File: config.mk
export PLATFORM = sky130hd
export DESIGN_NAME = auto_dark_invert
export DESIGN_NICKNAME = d
export VERILOG_FILES = /design/src/rtl/auto_dark_invert.sv
export SDC_FILE = /design/constraint.sdc
export NUM_CORES = 1
export LEC_CHECK = 0
export ABC_AREA = 1
export BUFFER_PORTS_ARGS = -buffer_cell sky130_fd_sc_hd__buf_2
export CAP_MARGIN = 25
export CORE_ASPECT_RATIO = 0.9
export CORE_MARGIN = 10
export CORE_UTILIZATION = 55
export CTS_CLUSTER_DIAMETER = 200
export DETAILED_ROUTE_END_ITERATION = 8
export GPL_TIMING_DRIVEN = 0
export PLACE_DENSITY = 0.73
export SLEW_MARGIN = 20
export SYNTH_ARGS = -nofsm -noshare
export SYNTH_HDL_FRONTEND = slang
export SYNTH_SLANG_ARGS = --single-unit
File: constraint.sdc
create_clock -name clk_i -period 6 [get_ports clk_i]
set_clock_uncertainty 0.05 [all_clocks]
set_input_delay 0.3 -clock clk_i [delete_from_list [all_inputs] [get_ports clk_i]]
set_output_delay 0.3 -clock clk_i [all_outputs]
set_load 0.005 [all_outputs]
File: src/rtl/auto_dark_invert.sv
// Brightness-adaptive video inverter: two-stage sync/data pipeline plus per-frame luma averaging
// that decides, with hysteresis, whether the following frame is shown inverted.
module auto_dark_invert #(
    parameter logic [7:0] TH_HI  = 8'd160,
    parameter logic [7:0] TH_LO  = 8'd96,
    parameter int         CNT_W  = 21,
    parameter int         ACC_W  = 29,
    parameter logic       VS_POL = 1'b1
) (
    input  logic        clk_i,
    input  logic        rst_i,
    input  logic [1:0]  mode_i,
    input  logic        vin_hs_i,
    input  logic        vin_vs_i,
    input  logic        vin_de_i,
    input  logic [23:0] vin_data_i,
    output logic        vout_hs_o,
    output logic        vout_vs_o,
    output logic        vout_de_o,
    output logic [23:0] vout_data_o,
    output logic        dark_o
);
    localparam int PROD_W = CNT_W + 8;

    logic             hs1_q, hs1_d, vs1_q, vs1_d, de1_q, de1_d;
    logic [23:0]      data1_q, data1_d;
    logic [1:0]       mode1_q, mode1_d;
    logic             hs2_q, hs2_d, vs2_q, vs2_d, de2_q, de2_d;
    logic [23:0]      data2_q, data2_d;
    logic [CNT_W-1:0] cnt_q, cnt_d, base_cnt;
    logic [ACC_W-1:0] acc_q, acc_d, base_acc;
    logic [ACC_W:0]   acc_sum;
    logic             inv_q, inv_d, fv_q, fv_d;
    logic [10:0]      luma_sum;
    logic [7:0]       luma;
    logic [PROD_W-1:0] prod_hi, prod_lo;
    logic             vs_edge, frozen, eff_inv;

    always_comb begin
        // Y = (2R + 5G + B) >> 3 with input packed as {R, B, G}
        luma_sum = 11'({vin_data_i[23:16], 1'b0}) + 11'(vin_data_i[7:0]) * 11'd5
                 + 11'(vin_data_i[15:8]);
        luma     = 8'(luma_sum >> 3);

        vs_edge  = (vin_vs_i == VS_POL) && (vs1_q != VS_POL);
        prod_hi  = PROD_W'(cnt_q) * PROD_W'(TH_HI);
        prod_lo  = PROD_W'(cnt_q) * PROD_W'(TH_LO);

        inv_d = inv_q;
        fv_d  = fv_q;
        if (vs_edge) begin
            if (fv_q && (cnt_q != '0)) begin
                if (!inv_q && (PROD_W'(acc_q) >= prod_hi))
                    inv_d = 1'b1;
                else if (inv_q && (PROD_W'(acc_q) < prod_lo))
                    inv_d = 1'b0;
            end
            fv_d = 1'b1;
        end

        // The boundary pixel itself belongs to the new frame, so clear first, then accumulate.
        base_cnt = vs_edge ? '0 : cnt_q;
        base_acc = vs_edge ? '0 : acc_q;
        frozen   = (&base_cnt) || (&base_acc);
        acc_sum  = {1'b0, base_acc} + (ACC_W + 1)'(luma);
        cnt_d    = base_cnt;
        acc_d    = base_acc;
        if (vin_de_i && !frozen) begin
            cnt_d = base_cnt + 1'b1;
            acc_d = acc_sum[ACC_W] ? '1 : acc_sum[ACC_W-1:0];
        end

        hs1_d   = vin_hs_i;
        vs1_d   = vin_vs_i;
        de1_d   = vin_de_i;
        data1_d = vin_data_i;
        mode1_d = mode_i;

        eff_inv = (mode1_q == 2'b01) ? inv_q : (mode1_q == 2'b10);
        hs2_d   = hs1_q;
        vs2_d   = vs1_q;
        de2_d   = de1_q;
        data2_d = data1_q ^ {24{eff_inv}};
    end

    always_ff @(posedge clk_i) begin
        if (rst_i) begin
            hs1_q   <= 1'b0;
            vs1_q   <= 1'b0;
            de1_q   <= 1'b0;
            data1_q <= '0;
            mode1_q <= '0;
            hs2_q   <= 1'b0;
            vs2_q   <= 1'b0;
            de2_q   <= 1'b0;
            data2_q <= '0;
            cnt_q   <= '0;
            acc_q   <= '0;
            inv_q   <= 1'b0;
            fv_q    <= 1'b0;
        end else begin
            hs1_q   <= hs1_d;
            vs1_q   <= vs1_d;
            de1_q   <= de1_d;
            data1_q <= data1_d;
            mode1_q <= mode1_d;
            hs2_q   <= hs2_d;
            vs2_q   <= vs2_d;
            de2_q   <= de2_d;
            data2_q <= data2_d;
            cnt_q   <= cnt_d;
            acc_q   <= acc_d;
            inv_q   <= inv_d;
            fv_q    <= fv_d;
        end
    end

    assign vout_hs_o   = hs2_q;
    assign vout_vs_o   = vs2_q;
    assign vout_de_o   = de2_q;
    assign vout_data_o = data2_q;
    assign dark_o      = inv_q;
endmodule

-- Yosys cells after proc, flatten, opt, wreduce, memory -nomap -nowiden
Index checks and enable logic that the tools add are counted.
Widths: inputs -> output; s select.
- input bits: 31
- logic and storage cells: 47
- flip-flop bits (word level): 108
- add/subtract/negate cells: 4
- eq/ne operators: 2
- multiply operators: 3
- reductions and logical operators: 13
- mux-type cells: 8
- bitwise operators: 2
- $lt $le $gt $ge: 2
- operator list (kind ; number):
    $mux 29 ; 3
    $mux 21 ; 2
    $add 29x8->30 ; 1
    $ge 29x29->1 ; 1
    $lt 29x28->1 ; 1
    $reduce_and 29->1 ; 1
    $mul 21x3->24 const B ; 1
    $xor 24x24->24 ; 1
    $mul 21x2->23 const B ; 1
    $add 21x1->21 const B ; 1
    $reduce_and 21->1 ; 1
    $reduce_bool 21->1 ; 1
    $add 11x8->11 ; 1
    $add 9x11->11 ; 1
    $mul 8x3->11 const B ; 1
    $logic_and 1x1->1 ; 5
    $mux 1 ; 3
    $reduce_and 3->1 ; 1
    $eq 2x1->1 const B ; 1
    $eq 2x2->1 const B ; 1
    $logic_not 1->1 ; 2
    $reduce_bool 2->1 ; 1
    $logic_or 1x1->1 ; 1
    $not 1->1 ; 1

-- Longest topological paths before layout
Gate-level depths: netlist of the first run.
- depth in word-level cells: 8
- gate-level depth with buffers: 28
- mapped depth without buffers: 28

-- Least setup slack after synthesis of the first run
OpenSTA, ideal clock, no wires.
- path type: input to register
- start point: input port vin_data_i[3]
- end point: register acc_q[16]
- setup slack: 1.544 ns
- cell stages on the path: 26
- buffers on the path: 0
- arrival: 4.335 ns
- required time: 5.879 ns
- cell sequence: ha_1 -> fa_1 -> inv_1 -> fa_1 -> inv_1 -> ha_1 -> a21oi_1 -> o21ai_0 -> nand2_1 -> nand2_1 -> a21oi_1 -> nor2_1 -> o21ai_0 -> nand2_1 -> nand2_1 -> nand2_1 -> ha_1 -> inv_1 -> o21ai_0 -> nor2_1 -> nand2_1 -> nand3_1 -> or2_2 -> nand3_1 -> nand2_1 -> a21oi_1
- longest elaborated chain between the ends: 6
- ends and longest elaborated chain (element ; line ; text):
    start: declaration ; 16 ; input logic [23:0] vin_data_i,
    $mul 8x3->11 ; 41 ; luma_sum = 11'({vin_data_i[23:16], 1'b0}) + 11'(vin_data_i[7:0]) * 11'd5
    $add 9x11->11 ; 41 ;
    $add 11x8->11 ; 42 ; + 11'(vin_data_i[15:8]);
    $add 29x8->30 ; 65 ; acc_sum = {1'b0, base_acc} + (ACC_W + 1)'(luma);
    $mux 29 ; 70 ; acc_d = acc_sum[ACC_W] ? '1 : acc_sum[ACC_W-1:0];
    $mux 29 ; 68 ; if (vin_de_i && !frozen) begin
    end signal: assignment ; 98 ; acc_q <= '0;
    end signal: assignment ; 112 ; acc_q <= acc_d;
    end: declaration ; 31 ; logic [ACC_W-1:0] acc_q, acc_d, base_acc;
Every way passes these cells.
A chain may end at the register's enable or synchronous reset.

-- Final worst setup path of the first run
Ends and elaborated chain as after synthesis.

==> flow_metrics.tcl, run 1 <==
set metrics [dict create \
    status "completed" \
    numPortBuffers 57 \
    synth_area_leaders "dfxtp_1 21%, ha_1 17%, nand2_1 13%, inv_1 8.0%, a21oi_1 6.9%" \
    cts_resized 0 \
    coreArea_um2 18410 \
    synth_largest_area_cell "dfxtp_1" \
    synth_most_common_cell "nand2_1" \
    end_kind "flop" \
    power.total_w 0.002272 \
    synth_xor_area_share_pct 5.281 \
    viasPerCell 5.509 \
    drive_above_1_share_pct 8.513 \
    synth.avg_cell_area_um2 6.642 \
    yosys-mux-area-fraction_pct 0.1095 \
    slew_headroom_pct 54.27 \
    areaGrowthSynthToFinish_pct 8.628 \
    cts_tree "built" \
    finalCritPeriodShare_pct 83.67 \
    synth_edf_count 0 \
    drtAntennaViolNets 0 \
    grt_max_degree 22 \
    wire_per_inst_um 16.43 \
    start_util_pct 55.86 \
    die_h_um 149.7 \
    ctsLongestPathBuffers 2 \
    grt_overflow_total 0 \
    max_freq_mhz 199.2 \
    final.min_clock_period_ns 5.020 \
    dr_total_vias 10280 \
    wl_mm 30.66 \
    pre_cts_ws_ns 0.7200 \
    hold-path-endpoint "mode1_q[0]" \
    synth_cell_types 45 \
    grt_pass1_vias 9598 \
    grt_antenna_before_repair 0 \
    rsz0062_at_grt "no" \
    drv_cap 0 \
    grt_pass1_wl_mm 48.57 \
    ys_ff_latch 108 \
    async_flop_share_pct 0 \
    rrSetupSlack_ns 2.21 \
    hold_slack_ns 0.09107 \
    synth_fp_nets 1738 \
    synth_compound_area_share_pct 12.47 \
    hpwl_mm 24.95 \
    reg2reg_to "dark_o" \
    peakVddDrop_v 0.0003314 \
    ctsHoldBuffers 0 \
    ios 59 \
    std_cell_rows 47 \
    gp_congestion 0.9807 \
    required_ns 6.24 \
    synth_top_area_share_pct 21.03 \
    synth_area_um2 10280 \
    grt_usage_pct 24.61 \
    yosys.area_share.simple_pct 30.02 \
    synthCells 1548 \
    fin_area_um2 11170 \
    synthAdderAreaFrac_pct 20.52 \
    worstHoldPathType "input port to flop" \
    dr.pass1.iters 6 \
    diodes 0 \
    min_from "mode_i[0]" \
    finalHoldViolations 0 \
    cts_max_level 3 \
    synth-main-ff-cell "dfxtp_1" \
    fin_nets 1806 \
    critPathKind "input port to flop" \
    die_x_um 164.1 \
    power_density_nw_per_um2 203.4 \
    clk_pin_slew_ns 0.09 \
    synthTopCellsByCount "356 x nand2_1, 219 x inv_1, 171 x nor2_1" \
    placed_area_um2 10870 \
    final-max-slew-violation-count 0 \
    r2r-start "cnt_q[3]" \
    worstPathMaxFanout 6 \
    ys_warn_count 0 \
    cts_inserted_buffers 9 \
    worst_slew_pin_slew_ns 0.6860 \
    drc 0 \
    clk-insertion-delay-late_ns 0.36 \
    leakagePower_nw 5.616 \
    finalSetupTns_ns 0 \
    ys_seq_area_share_pct 21.03 \
    drtIter0Drc 833 \
    postCtsSetupBuffers 0 \
    fin_ws_ns 0.9797 \
    hold_depth 3 \
    synth_top_family_by_area "simple AND/OR/NAND/NOR gates" \
    crit_arrival_ns 5.26 \
    reg2reg_depth 17 \
    cts_root_buf "clkbuf_16" \
    start_kind "input port" \
    clock_sinks 108 \
    setup_violations 0 \
    die-area_um2 24570 \
]
critical path: stages:
cell and delay [ns]:
buf_2 0.12, ha_1 0.31, fa_1 0.52, inv_1 0.06, fa_1 0.50, inv_1 0.04, ha_1 0.35, a21oi_1 0.16
o21ai_0 0.16, nand2_1 0.09, nand2_1 0.05, a21oi_1 0.21, nor2_1 0.06, o21ai_0 0.28, nand2_1 0.10, nand2_1 0.07
nand2_1 0.06, ha_1 0.39, inv_1 0.10, o21ai_0 0.29, nor2_1 0.15, nand2_1 0.24, nand3_1 0.13, or2_2 0.29
nand3_1 0.07, nand2_1 0.05, a21oi_1 0.12
placed cells by master (no fill, tap or decap), types with 3 or more instances in the layout:
cell type	count
a21oi_2	3
nor3b_1	4
inv_1	219
clkbuf_1	16
nor2_1	171
nor2_4	3
o211ai_1	3
nand2_4	3
nand3_2	7
nor3_1	15
nand4_1	21
fa_1	16
nand2_1	356
nor4_1	3
ha_1	143
dfxtp_1	108
xor2_1	40
nand3_1	105
xnor2_1	22
buf_2	63
nand2_2	9
o21a_1	5
buf_6	7
a31oi_1	5
inv_2	10
a21oi_1	141
inv_8	4
nor2_2	8
a21o_1	5
o21bai_1	4
o21ai_0	67
buf_1	3
nand3b_1	5
clkbuf_16	9
final cells by class:
class,instances,area [um^2]
multi-input combinational,1176,7033
tap,245,306.5
fill,1826,7237
clock inverter,7,70.07
sequential,108,2162
timing repair buffer,57,285.3
inverter,229,859.6
clock buffer,9,225.2
buffer,35,227.7
flip-flops by register name, indices dropped and copies added, names as in the netlist:
name         count
acc_q           29
cnt_q           21
dark_o           1
data1_q         24
de1_q            1
fv_q             1
hs1_q            1
mode1_q          2
vout_data_o     24
vout_de_o        1
vout_hs_o        1
vout_vs_o        1
vs1_q            1
kinds of logic after synthesis:
kind of cell | after synthesis
mux | 1
xor+xnor | 62
fa+ha+maj | 159
compound gates | 240
flops | 108
simple gates | 714
buf+inv | 264
worst max path at each step:
| stage | startpoint | end | slack [ns] | cells past startpoint |
|---|---|---|---|---|
| after floorplan | vin_data_i[3] | acc_q[16] | 1.54 | 26 |
| after global placement | vin_data_i[3] | acc_q[16] | 0.80 | 27 |
| after detailed placement | vin_data_i[3] | acc_q[26] | 0.72 | 29 |
| after CTS | vin_data_i[3] | acc_q[16] | 1.06 | 27 |
| after global routing | vin_data_i[3] | acc_q[26] | 0.59 | 29 |
| final | vin_data_i[3] | acc_q[16] | 0.98 | 27 |
metrics by stage:
stage          util (%)  cells
6_report          60.68   1866
5_1_grt           60.68   1866
4_1_cts           60.68   1866
3_5_place_dp      59.08   1850
3_3_place_gp      59.08   1850
2_1_floorplan         -   1548
per-layer routing:
metal / track usage [%] / share of wire [%]
met4: 7.813 / 2.8
met5: 0 / 0
met3: 3.845 / 6.6
met2: 37.59 / 43
met1: 34.65 / 47
power breakdown:
| group | internal (W) | switching, W | total [W] |
|---|---|---|---|
| logic | 0.000314 | 0.000551 | 0.000865 |
| registers | 0.000762 | 0.0000262 | 0.000788 |
| clock network | 0.000298 | 0.000321 | 0.000618 |
| total | 0.00137 | 0.000898 | 0.00227 |
No activity file was read; power rests on OpenSTA's default activity.
==> run 2: changes to the inputs <==
--- a/config.mk
+++ b/config.mk
@@ -5,7 +5,7 @@
 export SDC_FILE = /design/constraint.sdc
 export NUM_CORES = 1
 export LEC_CHECK = 0
-export ABC_AREA = 1
+export ABC_AREA = 0
 export BUFFER_PORTS_ARGS = -buffer_cell sky130_fd_sc_hd__buf_2
 export CAP_MARGIN = 25
 export CORE_ASPECT_RATIO = 0.9
@@ -14,7 +14,7 @@
 export CTS_CLUSTER_DIAMETER = 200
 export DETAILED_ROUTE_END_ITERATION = 8
 export GPL_TIMING_DRIVEN = 0
-export PLACE_DENSITY = 0.73
+export PLACE_DENSITY = 0.74
 export SLEW_MARGIN = 20
 export SYNTH_ARGS = -nofsm -noshare
 export SYNTH_HDL_FRONTEND = slang
==> constraint.sdc (replaced) <==
create_clock -name clk_i -period 4.7 [get_ports clk_i]
set_clock_uncertainty 0.05 [all_clocks]
set_input_delay 0.235 -clock clk_i [delete_from_list [all_inputs] [get_ports clk_i]]
set_output_delay 0.235 -clock clk_i [all_outputs]
set_load 0.005 [all_outputs]
==> run 2 against run 1 <==
  * First-iteration DRC count decreased by 40%
  * Global-route usage fell by 4.7 points
  * Wire length decreased by 30%
  * Via count down 30%
  * Register-to-register slack worse by 2.0 ns
  * Synthesized cell count decreased by 35%
  * Core utilization is 2.3 points higher
  * Largest cell class unchanged
  * Largest power group is now sequential cells
  * Highest routed layer unchanged
==> flow_metrics.tcl, run 2 <==
set metrics [dict create \
    ys_ff_latch 108 \
    drv_cap 0 \
    top_register "acc_q" \
    worst_slew_pin_slew_ns 0.9558 \
    clk-insertion-delay-late_ns 0.36 \
    final_cell_mix "142 x ha_1, 103 x dfxtp_1, 94 x nor2_1" \
    worstHoldPathType "input port to flop" \
    synthTopCellsByCount "143 x ha_1, 108 x dfxtp_1, 95 x nor2_1" \
    std_cell_rows 43 \
    drive_above_1_share_pct 13.68 \
    multi_input_area_um2 6140 \
    drtIter0Drc 496 \
    cts_inserted_buffers 9 \
    viasPerCell 5.613 \
    ys_warn_count 0 \
    dr_total_vias 7247 \
    r2r-start "cnt_q[3]" \
    critPathKind "input port to flop" \
    critPathSlowestCell "fa_1" \
    diodes 0 \
    crit_arrival_ns 4.73 \
    synth_cell_types 63 \
    synth_largest_area_cell "dfxtp_1" \
    async_flop_share_pct 0 \
    power.total_w 0.002646 \
    synth-main-ff-cell "dfxtp_1" \
    ctsHoldBuffers 0 \
    wl_mm 21.34 \
    leakagePower_nw 4.398 \
    ios 59 \
    ys_seq_area_share_pct 25.16 \
    cts_max_level 3 \
    synth.avg_cell_area_um2 8.524 \
    setup_violations 0 \
    place_inst 1268 \
    synthCells 1008 \
    gp_congestion 0.9106 \
    fillers 1353 \
    clk_pin_slew_ns 0.08 \
    power_density_nw_per_um2 273.1 \
    die_x_um 151.8 \
    cts_tree "built" \
    synth_edf_count 0 \
    start_util_pct 55.84 \
    grt_max_degree 23 \
    grt_usage_pct 19.94 \
    grt_overflow_total 0 \
    fin_area_um2 9689 \
    peakVddDrop_v 0.0002161 \
    rrSetupSlack_ns 0.18 \
    grt_pass1_wl_mm 34.39 \
    drtAntennaViolNets 0 \
    synth_top_area_share_pct 25.16 \
    worstPathMaxFanout 5 \
    grt_antenna_before_repair 0 \
    cpPeakStageDelay_ns 0.52 \
    die_h_um 138.6 \
    seqCellArea_um2 2173 \
    crit_chain "buf_2 > ha_1 > inv_1 > fa_1 > fa_2 > buf_4 > fa_1 > nor2b_1 > o21ai_1 > a21boi_1 > o21a_1 > o21ai_1 > nand2b_1 > a21oi_2 > xnor2_1 > ha_1 > inv_1 > o21ai_1 > o41a_1 > nand4_1 > buf_6 > nor3_2 > xnor2_1 > o21ai_0" \
    clock_sinks 108 \
    final.min_clock_period_ns 4.545 \
    endpoint "acc_q[28]" \
    areaGrowthSynthToFinish_pct 12.77 \
    required_ns 4.89 \
    reg2reg_depth 19 \
    placed_area_um2 9135 \
    numPortBuffers 58 \
    dr.pass1.iters 5 \
    final_common_cell "ha_1" \
    wire_per_inst_um 16.53 \
    final-instance-count-excl-fill 1291 \
    cp_common_cell "o21ai_1" \
    coreArea_um2 15390 \
    hpwl_mm 16.88 \
    synth_area_um2 8592 \
    ctsLongestPathBuffers 2 \
    grt_pass1_vias 6709 \
    synth_fp_nets 1198 \
    max_freq_mhz 220.0 \
    cts_root_buf "clkbuf_16" \
    synth_area_leaders "dfxtp_1 25%, ha_1 21%, xnor2_1 8.1%, nor2_1 4.2%, fa_1 3.7%" \
    slew_headroom_pct 35.69 \
    status "completed" \
    finalCritPeriodShare_pct 96.71 \
    reg2reg_to "dark_o" \
    drc 0 \
    end_kind "flop" \
    synth_most_common_cell "ha_1" \
    fin_nets 1274 \
    largest_reg_flops 29 \
    final_core_util_pct 62.97 \
    finalHoldViolations 0 \
    startpoint "vin_data_i[1]" \
    start_kind "input port" \
    final-max-slew-violation-count 0 \
    die-area_um2 21030 \
]
-- run 2: what timing repair did --
item                       CTS  global route
setup endpoints to repair   11            28
resized for setup           12            36
pin swaps                    3            10
setup buffers                2             5
cloned                       0             0
-- run 2: worst min-delay path by stage --
stage,startpoint,endpoint,slack [ns],depth (start not counted)
final,vin_hs_i,hs1_q,0.05,2
after global routing,vin_hs_i,hs1_q,0.06,2
after CTS,vin_hs_i,hs1_q,0.05,2
after detailed placement,hs1_q,vout_hs_o,0.39,1
after global placement,hs1_q,vout_hs_o,0.37,1
after floorplan,vin_data_i[0],data1_q[0],0.31,1
-- run 2: area by class of cell --
| class | count | share of cell area, % |
|---|---|---|
| Tap cell | 202 | 2.608 |
| Buffer | 27 | 1.511 |
| Clock buffer | 9 | 2.324 |
| Clock inverter | 7 | 0.9685 |
| Sequential cell | 108 | 22.43 |
| Timing Repair Buffer | 65 | 3.577 |
| Multi-Input combinational cell | 790 | 63.37 |
| Inverter | 83 | 3.215 |
-- run 2: critical path, delay by kind of cell --
| kind | cells | cell delay, ns |
|---|---|---|
| compound gates | 8 | 1.07 |
| simple gates | 4 | 0.53 |
| xor+xnor | 2 | 0.28 |
| buf+inv | 5 | 0.57 |
| fa+ha+maj | 5 | 2.05 |
-- run 2: layer usage --
metal  global-route usage, %  wire, um  vias up  part of all wire (%)
met5                       0         0        -                     0
met4                   3.862       200        0                  0.94
met3                   4.307      1541       21                   7.2
met2                   29.69      9507      188                    45
met1                   28.83     10090     3375                    47
li1                        -         -     3663                     -
-- run 2: stage by stage --
stage | TNS, ns | hold slack [ns] | worst slack, ns
after floorplan | 0 | 0.3132 | 0.1331
after global routing | -0.1782 | 0.06244 | -0.04430
after global placement | -6.320 | 0.3717 | -0.4745
final | 0 | 0.04719 | 0.1546
after CTS | -0.1738 | 0.04634 | -0.05301
after detailed placement | -7.707 | 0.3903 | -0.5086
-- run 2: cells by family after synthesis --
family / share of synthesized area, %
xor gates and xnor gates: 10.70
adders and majority gates: 24.55
DFF: 25.16
muxes: 0.2476
AOI/OAI and AO/OA: 13.28
buffers and inverters: 5.286
and+or+nand+nor: 20.77
-- run 2: where the power goes --
part / switching, W / total (W) / internal, W / leakage (nW)
combinational: 0.000471 / 0.000860 / 0.000390 / 3.36
sequential: 0.0000398 / 0.00101 / 0.000966 / 0.889
clock: 0.000396 / 0.000780 / 0.000385 / 0.153
